`src/rtl/fp_left_shift_pipe.sv`:
```
// Pipelined power-of-two scaler: c = a * 2^b by raising the exponent field of a float.
// Latency 2 cycles accept->out_valid, throughput 1/cycle; stall (out_valid & ~out_ready) holds both stages.
// Optional FP_LSHIFT_STATS_EN adds saturating op_count/ovf_count outputs.
module fp_left_shift_pipe #(
   parameter int M = 23,
   parameter int E = 8,
   parameter int I = 8,
   localparam int SW = $clog2(I),
   localparam int W  = M + E + 1
) (
   input  logic          clk,
   input  logic          rst,
   input  logic          in_valid,
   output logic          in_ready,
   input  logic [W-1:0]  a,
   input  logic [SW-1:0] b,
   output logic          out_valid,
   input  logic          out_ready,
   output logic [W-1:0]  c,
   output logic          ovf
`ifdef FP_LSHIFT_STATS_EN
   ,
   output logic [31:0]   op_count,
   output logic [15:0]   ovf_count
`endif
);

   // Largest exponent sum that still encodes a finite value is 2^E-2.
   localparam logic [E:0] EXP_INF = {1'b0, {E{1'b1}}};

   logic          stall;

   // Stage 1 registers
   logic          s1_vld_q;
   logic          s1_sign_q;
   logic [M-1:0]  s1_mant_q;
   logic [E:0]    s1_exp_sum_q;
   logic          s1_zero_q;
   logic          s1_special_q;
   logic [E:0]    exp_sum_d;

   // Stage 2 (output) registers
   logic          out_vld_q;
   logic [W-1:0]  c_q, c_d;
   logic          ovf_q, ovf_d;

   assign stall     = out_vld_q & ~out_ready;
   assign in_ready  = ~stall;
   assign out_valid = out_vld_q;
   assign c         = c_q;
   assign ovf       = ovf_q;

   // One extra bit so the sum never wraps back into the finite range.
   assign exp_sum_d = {1'b0, a[M+E-1:M]} + {{(E+1-SW){1'b0}}, b};

   // Stage 1: split fields, add the shift, classify the input exponent.
   always_ff @(posedge clk or posedge rst) begin
      if (rst) begin
         s1_vld_q     <= 1'b0;
         s1_sign_q    <= 1'b0;
         s1_mant_q    <= '0;
         s1_exp_sum_q <= '0;
         s1_zero_q    <= 1'b0;
         s1_special_q <= 1'b0;
      end else if (!stall) begin
         s1_vld_q <= in_valid;
         if (in_valid) begin
            s1_sign_q    <= a[W-1];
            s1_mant_q    <= a[M-1:0];
            s1_exp_sum_q <= exp_sum_d;
            s1_zero_q    <= (a[M+E-1:M] == '0);
            s1_special_q <= (a[M+E-1:M] == {E{1'b1}});
         end
      end
   end

   // Stage 2 result selection: special, then zero exponent, then saturation, then plain add.
   always_comb begin
      c_d   = {s1_sign_q, s1_exp_sum_q[E-1:0], s1_mant_q};
      ovf_d = 1'b0;
      if (s1_special_q) begin
         c_d = {s1_sign_q, {E{1'b1}}, s1_mant_q};
      end else if (s1_zero_q) begin
         c_d = {s1_sign_q, {E{1'b0}}, s1_mant_q};
      end else if (s1_exp_sum_q >= EXP_INF) begin
         c_d   = {s1_sign_q, {E{1'b1}}, {M{1'b0}}};
         ovf_d = 1'b1;
      end
   end

   // Stage 2: output register; c/ovf only move when a new result arrives.
   always_ff @(posedge clk or posedge rst) begin
      if (rst) begin
         out_vld_q <= 1'b0;
         c_q       <= '0;
         ovf_q     <= 1'b0;
      end else if (!stall) begin
         out_vld_q <= s1_vld_q;
         if (s1_vld_q) begin
            c_q   <= c_d;
            ovf_q <= ovf_d;
         end
      end
   end

`ifdef FP_LSHIFT_STATS_EN
   logic [31:0] op_count_q;
   logic [15:0] ovf_count_q;
   logic        out_xfer;

   assign out_xfer  = out_vld_q & out_ready;
   assign op_count  = op_count_q;
   assign ovf_count = ovf_count_q;

   // Saturating counters of output transfers and overflowed output transfers.
   always_ff @(posedge clk or posedge rst) begin
      if (rst) begin
         op_count_q  <= '0;
         ovf_count_q <= '0;
      end else if (out_xfer) begin
         if (op_count_q != '1) op_count_q <= op_count_q + 32'd1;
         if (ovf_q && (ovf_count_q != '1)) ovf_count_q <= ovf_count_q + 16'd1;
      end
   end
`endif

endmodule
```
`config.mk`:
```
export PLATFORM = sky130hd
export DESIGN_NAME = fp_left_shift_pipe
export DESIGN_NICKNAME = d
export VERILOG_FILES = /design/src/rtl/fp_left_shift_pipe.sv
export SDC_FILE = /design/constraint.sdc
export NUM_CORES = 1
export LEC_CHECK = 0
export ABC_AREA = 1
export CAP_MARGIN = 20
export CORE_MARGIN = 2
export CORE_UTILIZATION = 45
export CTS_CLUSTER_DIAMETER = 40
export DETAILED_ROUTE_END_ITERATION = 8
export PLACE_DENSITY_LB_ADDON = 0.12
export SLEW_MARGIN = 20
export SYNTH_ARGS = -nofsm -noshare
export SYNTH_HDL_FRONTEND = slang
export SYNTH_SLANG_ARGS = --single-unit
```
`constraint.sdc`:
```
create_clock -name clk -period 2.7 [get_ports clk]
set_clock_uncertainty 0.1 [all_clocks]
set_input_delay 0.81 -clock clk [delete_from_list [all_inputs] [get_ports clk]]
set_output_delay 0.81 -clock clk [all_outputs]
set_load 0.05 [all_outputs]
```
# Word-level counts from Yosys, hierarchy flattened
# Cells that the tools add are included.
# op_classes
add_sub_neg	1
n_lt_le_gt_ge	1
n_eq_ne	1
mux	6
bitwise	3
reduce_logical	3
# ops
op	count
31-bit 2-to-1 mux	3
8-bit by 3-bit adder with 9-bit output	1
9-bit by 8-bit greater-or-equal comparator with 1-bit output (second input constant)	1
8-bit == test (second input constant)	1
8-bit logical NOT	1
2-bit AND reduction	2
1-bit 2-to-1 mux	3
1-bit inverter	2
1-bit bitwise AND	1
# totals
reg_bits	70
output_inout_bits	35

# Depth between registers and ports, before layout
# logic_depth
ltp_word	4
depth_mapped	8
mapped_depth_nobuf	8

# Worst setup path after synthesis
# No wires, ideal clock.
# synth_timing
path_kind	input-to-output
from	in out_ready
to	out in_ready
t_arrival_ps	1200
required_ps	1790
setup_slack_ps	590
stages	2
n_path_buf	0
cell_sequence	nor2_1 inv_1
# synth_between
elab_chain_len	3
# synth_rtl
item	line_no	rtl
start: declaration	18	input logic out_ready,
1-bit inverter	47	assign stall = out_vld_q & ~out_ready;
1-bit bitwise AND	47	
1-bit inverter (no line)	--	
end: declaration	14	output logic in_ready,
# No other way between the ends.

# Worst setup path in the final report
# Same ends and word-level chain as after synthesis.

==> flow_summary.yaml <==
cts:
  htreeDepth: 3
  clockRootBuffer: "clkbuf_8"
  clock-sinks: 70
  cts_resized: 0
  numCtsBuffers: 9
  path_clk_slew_ps: 70
  cts_hold_buf: 0
  post_cts_buffers: 0
  cts_buffer_depth: 2
  insertion_delay_ps: 340
  cts_tree: "done"
die:
  die_h_um: 87.3
  io_pins: 74
  start_util_pct: 46.2
  die_area_um2: 7620
  core_area_um2: 6760
  dieWidth_um: 87.3
  rows: 30
timing:
  period_needed_ps: 2540
  hold_violations: 0
  setup_tns_ps: 0
  setup_viol: 0
  whs_ps: 377
  tightest_slew_ps: 514
  fmax_ghz: 0.393
  period_share_pct: 94.2
  max_slew_margin_pct: 65.6
  rsz0062_at_grt: "false"
  slew_violations: 0
global_route:
  grt_max_degree: 71
  grt_use_total_pct: 18.0
  grt_pass1_wl_um: 10600
  grt_pass1_vias: 2421
  overflow: 0
  antenna_found_initial: 0
route:
  dr.pass1.iters: 6
  wl_um: 6500
  wl_per_cell_um: 12.0
  ant_nets: 0
  drt_iter0_drc: 113
  drc_errors: 0
  num_vias: 2576
  viasPerCell: 4.75
pwr:
  peakVddDrop_uv: 366
  powerDensity_nw_per_um2: 881
  p_leak_nw: 2.07
  p_total_mw: 3.66
place:
  port_buffers: 73
  hpwl_um: 4470
  globalplace.congestion: 0.855
worst_setup_path:
  cp_top_family: "buffers and inverters"
  endpoint_kind: "output port"
  worstPathArrival_ps: 1630
  max_stage_delay_ps: 390
  critPathMaxFanout: 4
  critical_path_required_ps: 1790
  crit_type: "in -> out"
  cp.buffers_inverters: 3
  cp-start-kind: "input pin"
  path_cells: "clkdlybuf4s50_1 -> nor2_1 -> inv_1 -> buf_4"
  worst_path_max_delay_cell: "clkdlybuf4s50_1"
final_layout:
  fillers: 607
  n_antenna_cell: 0
  num-nets-final: 500
  seq_area_um2: 1750
  layout-drive-gt1-share_pct: 6.71
  syn_to_final_growth_pct: 33.1
  multi_input_area_um2: 1110
synth:
  syn_inst: 381
  synth_ff_type: "dfrtp_1"
  ys_seq_area_share_pct: 56.1
  ys_ff_latch: 70
  synth_edf_count: 0
  synth_warnings: 0
  synth_area_per_cell_um2: 8.19
  syn_nets: 424
  yosysUniqueCellTypes: 23
  netlist_area_um2: 3120
  ys_async_sr_fraction_pct: 100
  yosys.area.top_type: "dfrtp_1"
  netlist_top_cells_area: "dfrtp_1 (56%), nand2_1 (16%), inv_1 (5.5%)"
  synth_top_area_share_pct: 56.1
job:
  cap_violations: 0
min_path:
  holdCritPathClass: "reg -> reg"
status:
  status: "finished clean"
-- worst min-delay path, delay by kind of cell, from the launching register on --
kind          cells  cell delay (ps)
flops             1              340
simple gates      2              100
-- synth_stat cells, types with 3 or more instances --
master and number:
nand2_1 134, dfrtp_1 70, inv_1 46, nor2_1 39, o21ai_0 32, nand3_1 16, a21oi_1 9, buf_2 7
nand2_2 4, buf_4 3, ha_1 3
-- cell usage in the layout (no fill, tap or decap) --
cell type,count
inv_1,45
nor2_4,1
nand2_1,134
clkbuf_1,2
nand2_4,1
o22ai_1,2
fa_1,1
buf_12,2
clkbuf_8,10
nand3_1,16
clkinv_1,2
dfrtp_1,70
nand2_2,4
clkinv_2,2
ha_1,3
inv_2,1
buf_4,5
bufinv_16,2
clkdlybuf4s50_1,72
nor2_2,1
a21oi_1,9
xor2_1,1
o21ai_0,32
nand3_4,1
nor3_1,2
nor2_1,38
nand4_1,2
or2_2,1
-- layout make-up --
type / instances / share of cell area, %
clock inverter: 4 / 1.69
clock buffer: 12 / 3.49
timing repair buffer: 79 / 19.2
sequential: 70 / 42.2
tap: 80 / 2.41
multi-input combinational: 249 / 26.7
inverter: 48 / 4.34
-- where the power goes --
part           switching, mW  leakage [nW]  internal, mW
clock                  0.368         0.110         0.543
sequential             0.112         0.865          1.28
combinational          0.901          1.09         0.457
-- per-stage QoR --
step	cells	instance area [µm²]	setup slack (ps)	util, %
2_1_floorplan	381	3120	21.8	-
3_3_place_gp	526	3940	164	58.3
3_5_place_dp	526	3940	110	58.3
4_1_cts	542	4160	151	61.5
5_1_grt	542	4160	43.5	61.5
6_report	542	4160	158	61.5
-- layer usage --
| layer | GRT usage (%) | part of all wire (%) |
|---|---|---|
| met2 | 29.1 | 47 |
| met5 | 0 | 0 |
| met3 | 3.60 | 3.9 |
| met1 | 22.7 | 47 |
| met4 | 9.79 | 2.1 |
-- flip-flops by register name, indices dropped and copies added (netlist names) --
register	count
c	32
out_valid	1
ovf	1
s1_exp_sum_q	9
s1_mant_q	23
s1_sign_q	1
s1_special_q	1
s1_vld_q	1
s1_zero_q	1
-- cells by family (layout without fill, tap and decap cells) --
| kind of cell | Yosys count | after routing | share of synthesized area [%] |
|---|---|---|---|
| flip-flops | 70 | 70 | 56.1 |
| AND/OR/NAND/NOR | 201 | 201 | 26.2 |
| adder cells (fa/ha/maj) | 4 | 4 | 1.84 |
| XOR/XNOR | 1 | 1 | 0.281 |
| buffers and inverters | 62 | 143 | 8.58 |
| AO/OA/AOI/OAI | 43 | 43 | 6.97 |
-- final timing paths --
kind / from / cells past startpoint / slack (ps) / end
min in group asynchronous: rst / 3 / 780 / s1_mant_q[4]
worst max-delay path: out_ready / 4 / 160 / in_ready
max in group asynchronous: rst / 3 / 1440 / c[26]
worst min register to register: c[19] / 2 / 380 / c[19]
worst max register to register: out_valid / 7 / 1150 / c[30]
worst min-delay path: c[19] / 2 / 380 / c[19]
Note: power is estimated with default switching activity, not from simulation.
